`config.mk`:
```
export PLATFORM = sky130hd
export DESIGN_NAME = reg_mem_2r1w
export DESIGN_NICKNAME = d
export VERILOG_FILES = /design/src/rtl/reg_mem_2r1w.sv
export SDC_FILE = /design/constraint.sdc
export NUM_CORES = 1
export LEC_CHECK = 0
export ABC_CLOCK_PERIOD_IN_PS = 2020
export CAP_MARGIN = 10
export CORE_ASPECT_RATIO = 0.75
export CORE_MARGIN = 2
export CORE_UTILIZATION = 50
export CTS_CLUSTER_DIAMETER = 40
export DETAILED_ROUTE_END_ITERATION = 10
export PLACE_DENSITY = 0.7
export SYNTH_ARGS = -nofsm -noshare
export SYNTH_HDL_FRONTEND = slang
export SYNTH_SLANG_ARGS = --single-unit
```
`constraint.sdc`:
```
create_clock -name clk -period 2.02 [get_ports clk]
set_input_delay 0.303 -clock clk [delete_from_list [all_inputs] [get_ports clk]]
set_output_delay 0.303 -clock clk [all_outputs]
set_load 0.02 [all_outputs]
```
`src/rtl/reg_mem_2r1w.sv`:
```
// Two-read one-write register memory with hardware clear sweep.
// Optional per-word even parity under REG_MEM_PARITY_EN.
module reg_mem_2r1w #(
  parameter int unsigned     DATA_WIDTH  = 8,
  parameter int unsigned     ADDR_BITS   = 5,
  parameter longint unsigned CLEAR_VALUE = 0
) (
  input  logic                  clk,
  input  logic                  rst,
  input  logic                  wen,
  input  logic [ADDR_BITS-1:0]  waddr,
  input  logic [DATA_WIDTH-1:0] data_in,
  input  logic                  ren_a,
  input  logic [ADDR_BITS-1:0]  raddr_a,
  output logic [DATA_WIDTH-1:0] data_out_a,
  output logic                  valid_a,
  input  logic                  ren_b,
  input  logic [ADDR_BITS-1:0]  raddr_b,
  output logic [DATA_WIDTH-1:0] data_out_b,
  output logic                  valid_b,
  input  logic                  clr,
  output logic                  busy,
  input  logic                  perr_inject,
  output logic                  perr_a,
  output logic                  perr_b
);

  localparam int unsigned DEPTH = 2 ** ADDR_BITS;
  localparam logic [DATA_WIDTH-1:0] CLR_W =
    DATA_WIDTH'(CLEAR_VALUE);
  localparam logic [ADDR_BITS-1:0] LAST =
    ADDR_BITS'(DEPTH - 1);
  localparam logic [0:0] IDLE  = 1'b0;
  localparam logic [0:0] CLEAR = 1'b1;

  logic [0:0]           state_q, state_d;
  logic [ADDR_BITS-1:0] clr_ptr_q, clr_ptr_d;
  logic                 busy_q, busy_d;

  logic [DATA_WIDTH-1:0] mem_q [DEPTH];

  logic                  sweep;
  logic                  host_wr;
  logic                  mem_we;
  logic [ADDR_BITS-1:0]  mem_wa;
  logic [DATA_WIDTH-1:0] mem_wd;
  logic                  mem_wp;

  // Host writes are dropped during a sweep and on the clr edge.
  assign sweep   = (state_q == CLEAR);
  assign host_wr = !sweep && wen && !clr;
  assign mem_we  = sweep || host_wr;
  assign mem_wa  = sweep ? clr_ptr_q : waddr;
  assign mem_wd  = sweep ? CLR_W : data_in;

  always_comb begin
    state_d   = state_q;
    clr_ptr_d = clr_ptr_q;
    busy_d    = busy_q;
    unique case (state_q)
      IDLE: begin
        if (clr) begin
          state_d   = CLEAR;
          clr_ptr_d = '0;
          busy_d    = 1'b1;
        end
      end
      CLEAR: begin
        clr_ptr_d = clr_ptr_q + 1'b1;
        if (clr_ptr_q == LAST) begin
          state_d = IDLE;
          busy_d  = 1'b0;
        end
      end
      default: state_d = IDLE;
    endcase
  end

  always_ff @(posedge clk) begin
    if (rst) begin
      state_q   <= CLEAR;
      clr_ptr_q <= '0;
      busy_q    <= 1'b1;
    end else begin
      state_q   <= state_d;
      clr_ptr_q <= clr_ptr_d;
      busy_q    <= busy_d;
    end
  end

  always_ff @(posedge clk) begin
    if (!rst && mem_we) mem_q[mem_wa] <= mem_wd;
  end

`ifdef REG_MEM_PARITY_EN
  logic par_q [DEPTH];

  assign mem_wp = (^mem_wd) ^ (host_wr & perr_inject);

  always_ff @(posedge clk) begin
    if (!rst && mem_we) par_q[mem_wa] <= mem_wp;
  end
`else
  logic unused_inject;

  assign mem_wp        = 1'b0;
  assign unused_inject = perr_inject;
`endif

  logic [1:0]           ren;
  logic [ADDR_BITS-1:0] raddr [2];

  assign ren      = {ren_b, ren_a};
  assign raddr[0] = raddr_a;
  assign raddr[1] = raddr_b;

  for (genvar p = 0; p < 2; p++) begin : g_rd
    logic [DATA_WIDTH-1:0] rd_data;
    logic                  rd_perr;
    logic                  hit;
    logic [DATA_WIDTH-1:0] dout_q;
    logic                  valid_q;
    logic                  perr_q;

    // Write-first: a same-cycle write (host or sweep) wins.
    assign hit = mem_we && (mem_wa == raddr[p]);

    always_comb begin
      rd_data = mem_q[raddr[p]];
      if (hit) rd_data = mem_wd;
    end

`ifdef REG_MEM_PARITY_EN
    logic rd_par;
    always_comb begin
      rd_par = par_q[raddr[p]];
      if (hit) rd_par = mem_wp;
    end
    assign rd_perr = (^rd_data) != rd_par;
`else
    logic unused_wp;
    assign unused_wp = mem_wp;
    assign rd_perr   = 1'b0;
`endif

    always_ff @(posedge clk) begin
      if (rst) begin
        dout_q  <= '0;
        valid_q <= 1'b0;
        perr_q  <= 1'b0;
      end else begin
        valid_q <= ren[p];
        perr_q  <= ren[p] & rd_perr;
        if (ren[p]) dout_q <= rd_data;
      end
    end
  end

  assign data_out_a = g_rd[0].dout_q;
  assign valid_a    = g_rd[0].valid_q;
  assign perr_a     = g_rd[0].perr_q;
  assign data_out_b = g_rd[1].dout_q;
  assign valid_b    = g_rd[1].valid_q;
  assign perr_b     = g_rd[1].perr_q;
  assign busy       = busy_q;

endmodule

```
==> Yosys cells after proc, flatten, opt, wreduce, memory -nomap -nowiden <==
Memories as Yosys holds them, arrays and structs flattened. A register that Yosys moved wholly into a read port is not among the register bits.
Index checks and enable logic that the tools add are counted.
{ "totals": {"register_bits": 9, "ramBits": 256, "inputBits": 30, "out_inout_bits": 21, "elab_cells": 31, "n_memories": 1} }
{ "op_classes": {"addsub": 1, "n_eq_ne": 3, "n_mux": 12, "bitwise": 1, "n_reduce_logical": 8} }
{ "memory_table": {"columns": ["memory", "depth", "width", "rd", "rd_clocked_by_memory_dff", "write_ports", "line", "source"], "rows": [
  ["mem_q", 32, 8, 2, 2, 1, "40", "logic [DATA_WIDTH-1:0] mem_q [DEPTH];"]
]} }
{ "op_table": {"columns": ["operator", "count"], "rows": [
  ["$mux W5", 2],
  ["$pmux W5 S2", 1],
  ["$mux W8", 1],
  ["$mux W1", 6],
  ["$add A5 B1 Y5 const B", 1],
  ["$eq A5 B5 Y1 const B", 1],
  ["$pmux W1 S2", 2],
  ["$logic_and A1 B1 Y1", 3],
  ["$logic_not A1 Y1", 3],
  ["$ne A2 B1 Y1 const B", 1],
  ["$ne A2 B2 Y1 const B", 1],
  ["$reduce_and A2 Y1", 1],
  ["$logic_or A1 B1 Y1", 1],
  ["$not A1 Y1", 1]
]} }

==> Depth between registers and ports, before layout <==
{ "depth": {"depth_word": 7, "ltp_mapped": 9} }

==> Worst setup path after synthesis <==
Ideal clock, no wire load.
{ "synth_path": {"kind": "register to register", "start": "register state_q", "end": "memory mem_q[0][0], enable pin", "setup_time_ps": 370, "arrival_ps": 1764, "required_time_ps": 1650, "path_slack_ps": -114, "path_stages_with_launch": 6, "path_buffers": 2, "cell_sequence": "dfxtp_1 > buf_6 > clkbuf_1 > mux2i_1 > nand3_1 > nor2_1"} }
{ "synth_via": {"elab_chain_len": 7, "word_cells_on_any_way": 8} }
{ "synth_rtl": {"columns": ["item", "line", "source"], "rows": [
  ["start: declaration", "36", "logic [0:0] state_q, state_d;"],
  ["start signal: assignment", "85", "state_q <= state_d;"],
  ["$logic_not A1 Y1", "51", "assign host_wr = !sweep && wen && !clr;"],
  ["$logic_and A1 B1 Y1 (2 in a row)", "51", null],
  ["$logic_or A1 B1 Y1", "52", "assign mem_we = sweep || host_wr;"],
  ["$logic_and A1 B1 Y1", "92", "if (!rst && mem_we) mem_q[mem_wa] <= mem_wd;"],
  ["$mux W1", "92", null],
  ["$mux W1 (implied by the code)", "92", null],
  ["end: declaration", "40", null]
]} }
Several ways; a longest one is shown, not always the timed one.

==> results.toml <==
[worst_setup_path]
path_cells = "mux4_2 > mux4_2 > mux2_4 > o21ai_2 > a211oi_2"
slowest_delay_ns = 0.51
worst-path-buf-inv = 0
worstSetupStartpointType = "register"
path_common_cell = "mux4_2"
required_ns = 2.39
critPathTopFamily = "multiplexers"
crit_arrival_ns = 2.41
end_kind = "register"
cp_slowest_cell = "mux4_2"
crit_fanout = 2
criticalPathCategory = "register to register"

[drt]
ant_nets = 0
wl_per_cell_um = 28.2
drt-initial-drc-count = 1135
drc = 0
drtPass1Iterations = 5
wl_um = 39700
via_count = 8997
vias_per_cell = 6.38

[timing]
rsz0062_at_grt = "true"
min_period_ns = 2.05
max_slew_margin_pct = 46.1
setup_viol = 2
maxSlewViolCount = 0
hold_viol = 0
fin_crit_sh_pct = 101
fin_ws_ns = -0.0261
final.setup.tns_ns = -0.0268
finClkSkew_ns = 0.0177
worst_slew_pin_slew_ns = 0.805
max_freq_mhz = 489

[clock_network]
clk_latency_ns = 0.51
numCtsBuffers = 34
cts_root_buf = "clkbuf_16"
cts_max_level = 2
clock_path_buffers = 3
hold_buffers = 0
clock-sinks = 281
clk_pin_slew_ns = 0.06
cts_tree = "yes"

[finish]
final_common_cell = "edfxtp_1"
post-route-util_pct = 65.0
final_cell_mix = "edfxtp_1 (256), buf_4 (170), mux4_2 (104), mux2i_1 (80), nor2_1 (51)"
area_growth_pct = 26.7
fillers = 1801
num_antenna_cells = 0
drive_gt1_share_pct = 39.7
nets = 1075

[placed_design]
dp_hpwl_um = 28400
io_buffer_count = 47
gp_congestion = 0.962

[synth]
yosysSeqAreaShare_pct = 60.9
yosysTopAreaCell = "edfxtp_1"
synth_area_leaders = "edfxtp_1 (57%), mux4_2 (17%), mux2i_1 (6.0%)"
syn-instance-count = 826
synthAdderAreaFrac_pct = 0.186
syn_area_per_cell_um2 = 16.3
synth_area_mm2 = 0.0135
yosys.cell_types.count = 46
synth_top_family_by_area = "multiplexers"
ys_ff_latch = 281
yosys.area_share.simple_pct = 6.45
ys.flop_type = "edfxtp_1"
synthMuxAreaShare_pct = 25.6
ys_async_sr_fraction_pct = 0
yosys_warnings = 0
yosys.area.top_type_share_pct = 57.1
synth_edf_count = 256
synth-compound-area-share_pct = 3.87
synth_xor_area_share_pct = 0.651

[floorplanning]
die_x_um = 193
die-area_mm2 = 0.0282
initial_utilization_pct = 51.3
design.portCount = 51
core_area_mm2 = 0.0262
rows = 51
chipHeight_um = 146

[run_status]
status = "finished with violations"
violations = "negative setup slack"

[pwr]
finalPower_mw = 14.1
cellPowerDensity_mw_per_mm2 = 826
p_leak_nw = 6.12
ir_drop_uv = 661

[global_routing]
grt_overflow = 0
grt_pass1_wl_um = 57400
grt_use_total_pct = 28.0
grt_max_degree = 35
grt_pass1_vias = 8684
antenna_found_initial = 1

[worst_hold_path]
hold_class = "register to register"

[job]
cap_violations = 0
## metrics by stage
stage	cells	worst slack [ns]	hold WS, ns	cell area, µm²
2_1_floorplan	827	-0.114	0.468	13500
4_1_cts	1408	0.00269	0.492	16900
3_5_place_dp	1346	-0.249	0.479	15700
3_3_place_gp	1346	-0.210	0.481	15700
6_report	1411	-0.0261	0.496	17000
5_1_grt	1411	-0.0984	0.525	17000
## power by group
group / switching, mW / leakage (nW) / internal, mW / total [mW]
Combinational: 0.709 / 2.96 / 0.683 / 1.39
Clock: 2.43 / 0.566 / 3.89 / 6.32
Sequential: 0.0434 / 2.59 / 6.32 / 6.36
## per-layer routing
layer	vias up	track usage [%]	wire length (µm)
li1	3790	-	-
met1	4585	41.5	16100
met2	563	41.2	17800
met3	59	8.32	5030
met4	0	6.76	822
met5	-	0	0
## state kept, by name (all words and copies together) (netlist names)
| signal | cells |
|---|---|
| clr_ptr_q | 5 |
| valid_b | 1 |
| state_q | 1 |
| busy | 1 |
| valid_a | 1 |
| data_out_b | 8 |
| data_out_a | 8 |
| mem_q | 256 |
## cells by family after synthesis
kind of cell,after synthesis
DFF,281
adders and majority gates,2
AOI/OAI and AO/OA,77
other,1
and+or+nand+nor,181
muxes,210
buffers and inverters,64
xor gates and xnor gates,10
## cell type report
class	instances	area, µm²	area share (%)
well taps	344	430	2.53
multi-input cells	482	5120	30.1
clock buffers	39	901	5.29
flip-flops and latches	281	8190	48.1
inverters	5	18.8	0.110
repair buffers	239	2110	12.4
clock inverters	21	264	1.55
## repair_timing
item	CTS	global route
pin swaps	1	20
buffers inserted	2	2
resized for setup	5	39
gates cloned	0	1
endpoints found under the setup margin	91	121
## path summary, 6_finish.rpt
| path | start | slack, ns | cells past startpoint | end |
|---|---|---|---|---|
| worst max-delay path | mem_q[13][5]$_DFFE_PP_ | -0.03 | 5 | data_out_a[5]$_SDFFE_PP0P_ |
| worst min register to register | data_out_b[5]$_SDFFE_PP0P_ | 0.50 | 2 | data_out_b[5]$_SDFFE_PP0P_ |
| worst min-delay path | data_out_b[5]$_SDFFE_PP0P_ | 0.50 | 2 | data_out_b[5]$_SDFFE_PP0P_ |
| worst max register to register | mem_q[13][5]$_DFFE_PP_ | -0.03 | 5 | data_out_a[5]$_SDFFE_PP0P_ |
## synth_stat cells, types with 2 or more instances
master / number
mux2i_1: 81
and3_1: 2
nor3b_1: 6
nand2b_1: 13
or3_1: 5
o21ai_1: 2
o22ai_1: 12
buf_2: 23
mux2i_2: 3
o32ai_1: 7
nor3_1: 11
nand2_1: 37
a22oi_1: 16
a31oi_1: 3
o211ai_1: 7
a311oi_1: 4
inv_1: 4
ha_1: 2
nand4_1: 8
a211oi_1: 2
o21ai_0: 5
nor2b_1: 14
mux4_2: 104
dfxtp_1: 25
edfxtp_1: 256
a21oi_1: 16
nor2_1: 64
nor4_1: 2
buf_4: 5
nand3_1: 12
xor2_1: 4
xnor2_1: 6
mux2_2: 22
buf_6: 4
buf_1: 3
or2_2: 3
clkbuf_1: 24
## tightest hold or removal path: stages (launching register included)
cell and delay (ns):
dfxtp_1 0.31, nand2b_1 0.07, o32ai_1 0.07
Power figures use the tool's default switching activity.
